### src/rtl/clk_div_bank.sv
// clk_div_bank: CH-channel programmable clock-enable divider with shadowed period/high-time config.
// Optional macro CLKDIV_SYNC_EN adds a Sync strobe that re-phases every enabled channel.
module clk_div_bank #(
  parameter int CH    = 4,
  parameter int WIDTH = 16,
  localparam int SEL_W = (CH > 1) ? $clog2(CH) : 1
) (
  input  logic             Clk,
  input  logic             Reset,
  input  logic [CH-1:0]    Enable,
  input  logic             CfgValid,
  output logic             CfgReady,
  input  logic [SEL_W-1:0] CfgSel,
  input  logic [WIDTH-1:0] CfgPeriod,
  input  logic [WIDTH-1:0] CfgHigh,
  output logic             CfgErr,
  output logic [CH-1:0]    ClkOut,
  output logic [CH-1:0]    Tick
`ifdef CLKDIV_SYNC_EN
  ,
  input  logic             Sync
`endif
);

  logic [CH-1:0] sel_hit;
  logic [CH-1:0] pend_vec;
  logic          sel_ok;
  logic          cfg_write;
  logic          cfg_accept;
  logic          err_d, err_q;
  logic          sync_now;

`ifdef CLKDIV_SYNC_EN
  assign sync_now = Sync;
`else
  assign sync_now = 1'b0;
`endif

  // An out-of-range select hits no channel, so it reads as ready and gets rejected.
  assign sel_ok     = |sel_hit;
  assign CfgReady   = ~|(sel_hit & pend_vec);
  assign cfg_write  = CfgValid & CfgReady;
  assign cfg_accept = cfg_write & sel_ok & (CfgPeriod >= WIDTH'(2));

  always_comb begin
    err_d = cfg_write & ~cfg_accept;
  end

  always_ff @(posedge Clk) begin
    if (Reset) err_q <= 1'b0;
    else       err_q <= err_d;
  end

  assign CfgErr = err_q;

  genvar gi;
  generate
    for (gi = 0; gi < CH; gi++) begin : g_ch
      localparam logic [SEL_W:0] IDX = (SEL_W+1)'(gi);

      logic [WIDTH-1:0] per_d, per_q, high_d, high_q;
      logic [WIDTH-1:0] sper_d, sper_q, shigh_d, shigh_q;
      logic [WIDTH-1:0] cnt_d, cnt_q;
      logic             pend_d, pend_q, run_d, run_q;
      logic             out_d, out_q, tick_d, tick_q;
      logic             apply;

      assign sel_hit[gi]  = ({1'b0, CfgSel} == IDX);
      assign pend_vec[gi] = pend_q;

      always_comb begin
        per_d   = per_q;
        high_d  = high_q;
        sper_d  = sper_q;
        shigh_d = shigh_q;
        pend_d  = pend_q;
        run_d   = run_q;
        cnt_d   = cnt_q;
        tick_d  = 1'b0;
        out_d   = 1'b0;
        apply   = 1'b0;
        if (!Enable[gi]) begin
          run_d = 1'b0;
          cnt_d = '0;
          apply = pend_q;
        end else if (sync_now) begin
          run_d  = 1'b1;
          cnt_d  = '0;
          tick_d = 1'b1;
          apply  = pend_q;
        end else if (!run_q) begin
          run_d  = 1'b1;
          cnt_d  = '0;
          tick_d = 1'b1;
        end else if (cnt_q >= per_q - WIDTH'(1)) begin
          cnt_d  = '0;
          tick_d = 1'b1;
          apply  = pend_q;
        end else begin
          cnt_d = cnt_q + WIDTH'(1);
        end
        // A write is only accepted while pend_q is clear, so it never collides with apply.
        if (apply) begin
          per_d  = sper_q;
          high_d = shigh_q;
          pend_d = 1'b0;
        end
        if (cfg_accept && sel_hit[gi]) begin
          sper_d  = CfgPeriod;
          shigh_d = CfgHigh;
          pend_d  = 1'b1;
        end
        if (Enable[gi]) out_d = (cnt_d < high_d);
      end

      always_ff @(posedge Clk) begin
        if (Reset) begin
          per_q   <= WIDTH'(2);
          high_q  <= WIDTH'(1);
          sper_q  <= WIDTH'(2);
          shigh_q <= WIDTH'(1);
          pend_q  <= 1'b0;
          run_q   <= 1'b0;
          cnt_q   <= '0;
          out_q   <= 1'b0;
          tick_q  <= 1'b0;
        end else begin
          per_q   <= per_d;
          high_q  <= high_d;
          sper_q  <= sper_d;
          shigh_q <= shigh_d;
          pend_q  <= pend_d;
          run_q   <= run_d;
          cnt_q   <= cnt_d;
          out_q   <= out_d;
          tick_q  <= tick_d;
        end
      end

      assign ClkOut[gi] = out_q;
      assign Tick[gi]   = tick_q;
    end
  endgenerate

endmodule

### config.mk
export PLATFORM = sky130hd
export DESIGN_NAME = clk_div_bank
export DESIGN_NICKNAME = d
export VERILOG_FILES = /design/src/rtl/clk_div_bank.sv
export SDC_FILE = /design/constraint.sdc
export NUM_CORES = 1
export LEC_CHECK = 0
export CAP_MARGIN = 5
export CORE_AREA = 5 5 186 188
export DETAILED_ROUTE_END_ITERATION = 6
export DIE_AREA = 0 0 191 193
export DONT_BUFFER_PORTS = 1
export SYNTH_ARGS = -nofsm -noshare
export SYNTH_HDL_FRONTEND = slang
export SYNTH_SLANG_ARGS = --single-unit
### constraint.sdc
create_clock -name Clk -period 6.9 [get_ports Clk]
set_clock_uncertainty 0.05 [all_clocks]
set_input_delay 2.07 -clock Clk [delete_from_list [all_inputs] [get_ports Clk]]
set_output_delay 2.07 -clock Clk [all_outputs]
set_load 0.02 [all_outputs]
# After elaboration in Yosys (flattened, before gate mapping)
# Index checks and enable logic that the tools add are counted.
# word_totals
inputBits	41
ff_bits	337
word_cells	131
out_inout_bits	10
# classes
bitwise	10
muxes	48
reduce_logical	16
order_cmp	9
n_eq_ne	3
add_sub_neg	8
# op_table
operator	count
16-bit two-way mux	16
16-bit by 1-bit adder with 16-bit output, second input constant	4
16-bit greater-or-equal comparator	4
16-bit less-than comparator	4
16-bit by 1-bit subtractor with 16-bit output, second input constant	4
1-bit two-way mux	32
16-bit by 2-bit greater-or-equal comparator with 1-bit output, second input constant	1
2-bit nonzero test	4
2-bit OR reduction	4
4-bit OR reduction	2
1-bit NOT	5
1-bit AND	4
4-bit AND	1
2-bit equality test, second input constant	2
1-bit logical AND	4
2-bit by 1-bit equality test with 1-bit output, second input constant	1
2-bit logical NOT	1
1-bit logical NOT	1

# Logic depth before layout (Yosys ltp)
# depth
depth_word	9
mapped_depth	24
mapped_depth_nobuf	22

# Worst setup path after synthesis
# Ideal clock, no wire load.
# synth_path
path_type	input to output
from	input CfgSel[0]
to	output CfgReady
arrival_time_ps	2995
path_buffers	1
t_required_ps	4780
setup_slack_ps	1785
stages	3
path_cell_list	clkbuf_1 mux4_2 inv_1
# synth_via
elab_chain_len	4
word_cells_on_any_way	7
cone_classes	eq/ne (3); bitwise (1); reduce/logical (3)
# synth_lines
element	line	rtl
start, declared	13	input logic [SEL_W-1:0] CfgSel,
2-bit by 1-bit equality test with 1-bit output (tied with other cells)	68	assign sel_hit[gi] = ({1'b0, CfgSel} == IDX);
4-bit AND *	41	assign CfgReady = ~|(sel_hit & pend_vec);
4-bit OR reduction *	41	
1-bit logical NOT *	41	
end, declared	12	output logic CfgReady,
# Every way passes the cells marked *; elsewhere a longest branch is shown, timed or not.

# Worst setup path in the final report
# layout_path
from	register g_ch[3].per_q[0]
to	register g_ch[3].out_q
# layout_via
elab_chain_len	7
word_cells_on_any_way	10
cone_classes	add/sub (1); order compare (2); mux (7)
# layout_lines
element	line	rtl
start, declared	61	logic [WIDTH-1:0] per_d, per_q, high_d, high_q;
start signal, assigned	128	per_q <= per_d;
16-bit by 1-bit subtractor with 16-bit output *	95	end else if (cnt_q >= per_q - WIDTH'(1)) begin
16-bit greater-or-equal comparator *	95	
1-bit two-way mux	95	
1-bit two-way mux	91	end else if (!run_q) begin
1-bit two-way mux	82	if (!Enable[gi]) begin
16-bit two-way mux	103	if (apply) begin
16-bit less-than comparator *	113	if (Enable[gi]) out_d = (cnt_d < high_d);
end signal, assigned	135	out_q <= out_d;
end, declared	65	logic out_d, out_q, tick_d, tick_q;
# Marked as above.
# A chain may end at the register's enable or synchronous reset.

==> metrics.txt <==
status=finished, final reports clean; Root Driver=clkbuf_16; Synth area leader=dfxtp_1; most frequent cells in the layout=dfxtp_1, nand2_1, nor2_1; R2R depth=21; final instance area=0.0176 mm2; yosys warns=0; DRC=0; CTS tree=done; synth unique cells=54; CP Launch Type=flop; clk sinks=337; commonest non-fill, non-tap cell in the layout=dfxtp_1; CTS Hold Bufs=0; synthesis-to-layout area growth=9.57%; clk slew on worst S/H paths=60 ps; launch point of the critical path=g_ch[3].per_q[0]$_SDFFE_PP0N_; R2R Path End=g_ch[3].out_q$_SDFF_PP0_; worst min-delay path startpoint=g_ch[0].shigh_q[4]$_SDFFE_PP0P_; die area=0.0369 mm2; hpwl dp=27600 um; Final Hold Fails=0; via count=12.3k; largest net degree at the start of global routing=255; Final setup viols=0; Cell Count, Final, Fillers Out=2322; CTS HTree Levels=2; Post-CTS Setup Repair Bufs=0; worst r2r src=g_ch[3].per_q[0]$_SDFFE_PP0N_; CP Depth=21; TNS Setup=0 ps; clk_lat worst skew=530 ps; f_max=185 MHz; Metal-1 WL=17300 um; syn_nets=2060; Synth Area per Inst=8.50 um2; Reg area=0.00675 mm2; share of layout cells above drive strength 1=4.80%; vias in the first global route=11.8k; Slew HR=44.3%; critical path class=reg2reg; Multi-input gate area=0.00877 mm2; type of the most critical hold path=reg2reg; Worst VDD drop=186 uV; fin crit period=5420 ps; placed instance area=0.0163 mm2; CP endpoint kind=flop; cell mode on critical path=ha_1; Cells after Synth=1887; Crit path max-delay family=simple AND/OR/NAND/NOR gates; post-synthesis sequential area ratio=42.0%; Post-synth EDFFs=0; pwr/cell area=238 mW/mm2; Pleak=7.30 nW; Worst-Margin Slew=835 ps; Final #Nets=2020; antenna-violating nets left=0; first-pass GRT wire length=63500 um; Yosys top cell area share=42.0%; Synth area leaders=dfxtp_1, ha_1, mux2i_1; Hold Slack=400 ps; core area=0.0329 mm2; #FFs+latches synth=337; Critical Path Sink=g_ch[3].out_q$_SDFF_PP0_; critical-path maximum fanout=17; R2R setup slack=1480 ps; placer's final routability congestion estimate=0.833; antenna cells=0; Top Layer Used=met4; synthesized area=0.0160 mm2; unrepaired setup endpoints after global routing=false; fin crit share=78.6%; ordered list of cells on the worst path=inv_1, ha_1, nand2_1, nor3_1, nand2b_1, nand2b_1, nor4_1, xnor2_1, ha_1, nand4_1, or3_1, or4_1, a31oi_4, mux2i_1, ha_1, a21o_1, a21oi_1, nand3_1, o21ai_0, o2111ai_1, a31oi_1; utilization after layout=53.4%; Initial Util=48.7%; CP max-delay cell=a31oi_4; max_cap viols=0; DR iter-0 viols=782; Async SR Flop Fraction=0%; Top FF cell, synth=dfxtp_1; Worst Path Buf+Inv=1; total wire length=39800 um; WP data required=7310 ps; met3 WL=2230 um; GRT Resource Usage Total=21.7%; routed len/inst=17.1 um; number of primary I/O pins=51; PortBufs=0; vias per cell=5.31; Fillers=3087; DR pass1 iterations=6; DR WL met2=18900 um; Congestion Overflow GR=0; antenna violations before repair=0; clk buf depth=3; max incr delay on CP=670 ps; placed insts=2256; Die Span Y=193 um; Die X=191 um; critical path arrival=5830 ps; max-slew violations=0; TritonCTS buffer count=37; num rows=67; Gates resized, CTS repair=0
-- registers in the layout, indices dropped and copies added, names as in the netlist --
| signal | flops |
|---|---|
| g_ch.shigh_q | 64 |
| g_ch.run_q | 4 |
| g_ch.per_q | 64 |
| g_ch.cnt_q | 64 |
| g_ch.pend_q | 4 |
| g_ch.out_q | 4 |
| CfgErr | 1 |
| g_ch.sper_q | 64 |
| g_ch.high_q | 64 |
| g_ch.tick_q | 4 |
-- synthesized netlist by cell type (5+ instances only) --
| cell type | count |
|---|---|
| o211ai_1 | 9 |
| nor2b_1 | 7 |
| a21o_1 | 10 |
| dfxtp_1 | 337 |
| nand2b_1 | 11 |
| and2_1 | 5 |
| o21a_1 | 6 |
| nor4_1 | 21 |
| ha_1 | 132 |
| nand2_1 | 326 |
| inv_1 | 34 |
| nand4_1 | 22 |
| nor2_1 | 300 |
| buf_4 | 16 |
| nor3_1 | 23 |
| mux2i_1 | 123 |
| xnor2_1 | 51 |
| nand3_1 | 54 |
| or3_1 | 5 |
| o21ai_0 | 21 |
| buf_2 | 16 |
| a211oi_1 | 10 |
| xor2_1 | 60 |
| a21oi_1 | 164 |
| clkbuf_1 | 59 |
| and3_1 | 15 |
-- worst min-delay path: stages, from the launching register on --
cell and delay [ps]:
dfxtp_1 310, nand2_1 50, a21oi_1 50
-- metal layers --
metal	GRT usage, %	up-vias
li1	-	6310
met1	26.7	5732
met2	37.4	201
met3	4.75	79
met4	8.01	0
met5	0	-
-- area by class of cell --
class,count,share of cell area (%)
Timing Repair Buffer,13,0.555
Clock inverter,14,0.904
Tap cell,448,3.19
Inverter,35,0.747
Sequential cell,337,38.4
Clock buffer,52,6.34
Multi-Input combinational cell,1423,49.9
-- worst min-delay path by stage --
stage	to	cells after the start	slack (ps)
after floorplan	g_ch[2].high_q[0]$_SDFF_PP1_	2	380
after global placement	g_ch[3].sper_q[7]$_SDFFE_PP0P_	2	390
after detailed placement	g_ch[0].shigh_q[4]$_SDFFE_PP0P_	2	390
after CTS	g_ch[0].shigh_q[5]$_SDFFE_PP0P_	2	400
after global routing	g_ch[2].shigh_q[8]$_SDFFE_PP0P_	2	420
final	g_ch[0].shigh_q[4]$_SDFFE_PP0P_	2	400
-- stage by stage --
| step | power (mW) | setup slack (ps) |
|---|---|---|
| floorplan | 2.17 | 1790 |
| global placement | 2.18 | 1690 |
| detailed placement | 2.19 | 1540 |
| CTS | 4.23 | 1450 |
| global route | 4.34 | 968 |
| finish | 4.19 | 1480 |
-- power by group --
part / leakage [nW] / switching [mW] / internal, mW
Combinational: 3.94 / 0.0850 / 0.0518
Clock: 0.633 / 0.803 / 1.24
Sequential: 2.73 / 0.0253 / 1.98
-- kinds of logic after synthesis --
kind of cell | after synthesis | share of synthesized area [%]
muxes | 125 | 7.88
and+or+nand+nor | 809 | 21.4
buffers and inverters | 127 | 3.47
xor gates and xnor gates | 111 | 6.06
AOI/OAI and AO/OA | 246 | 8.83
adders and majority gates | 132 | 10.3
DFF | 337 | 42.0
(Power assumes the default switching activity.)
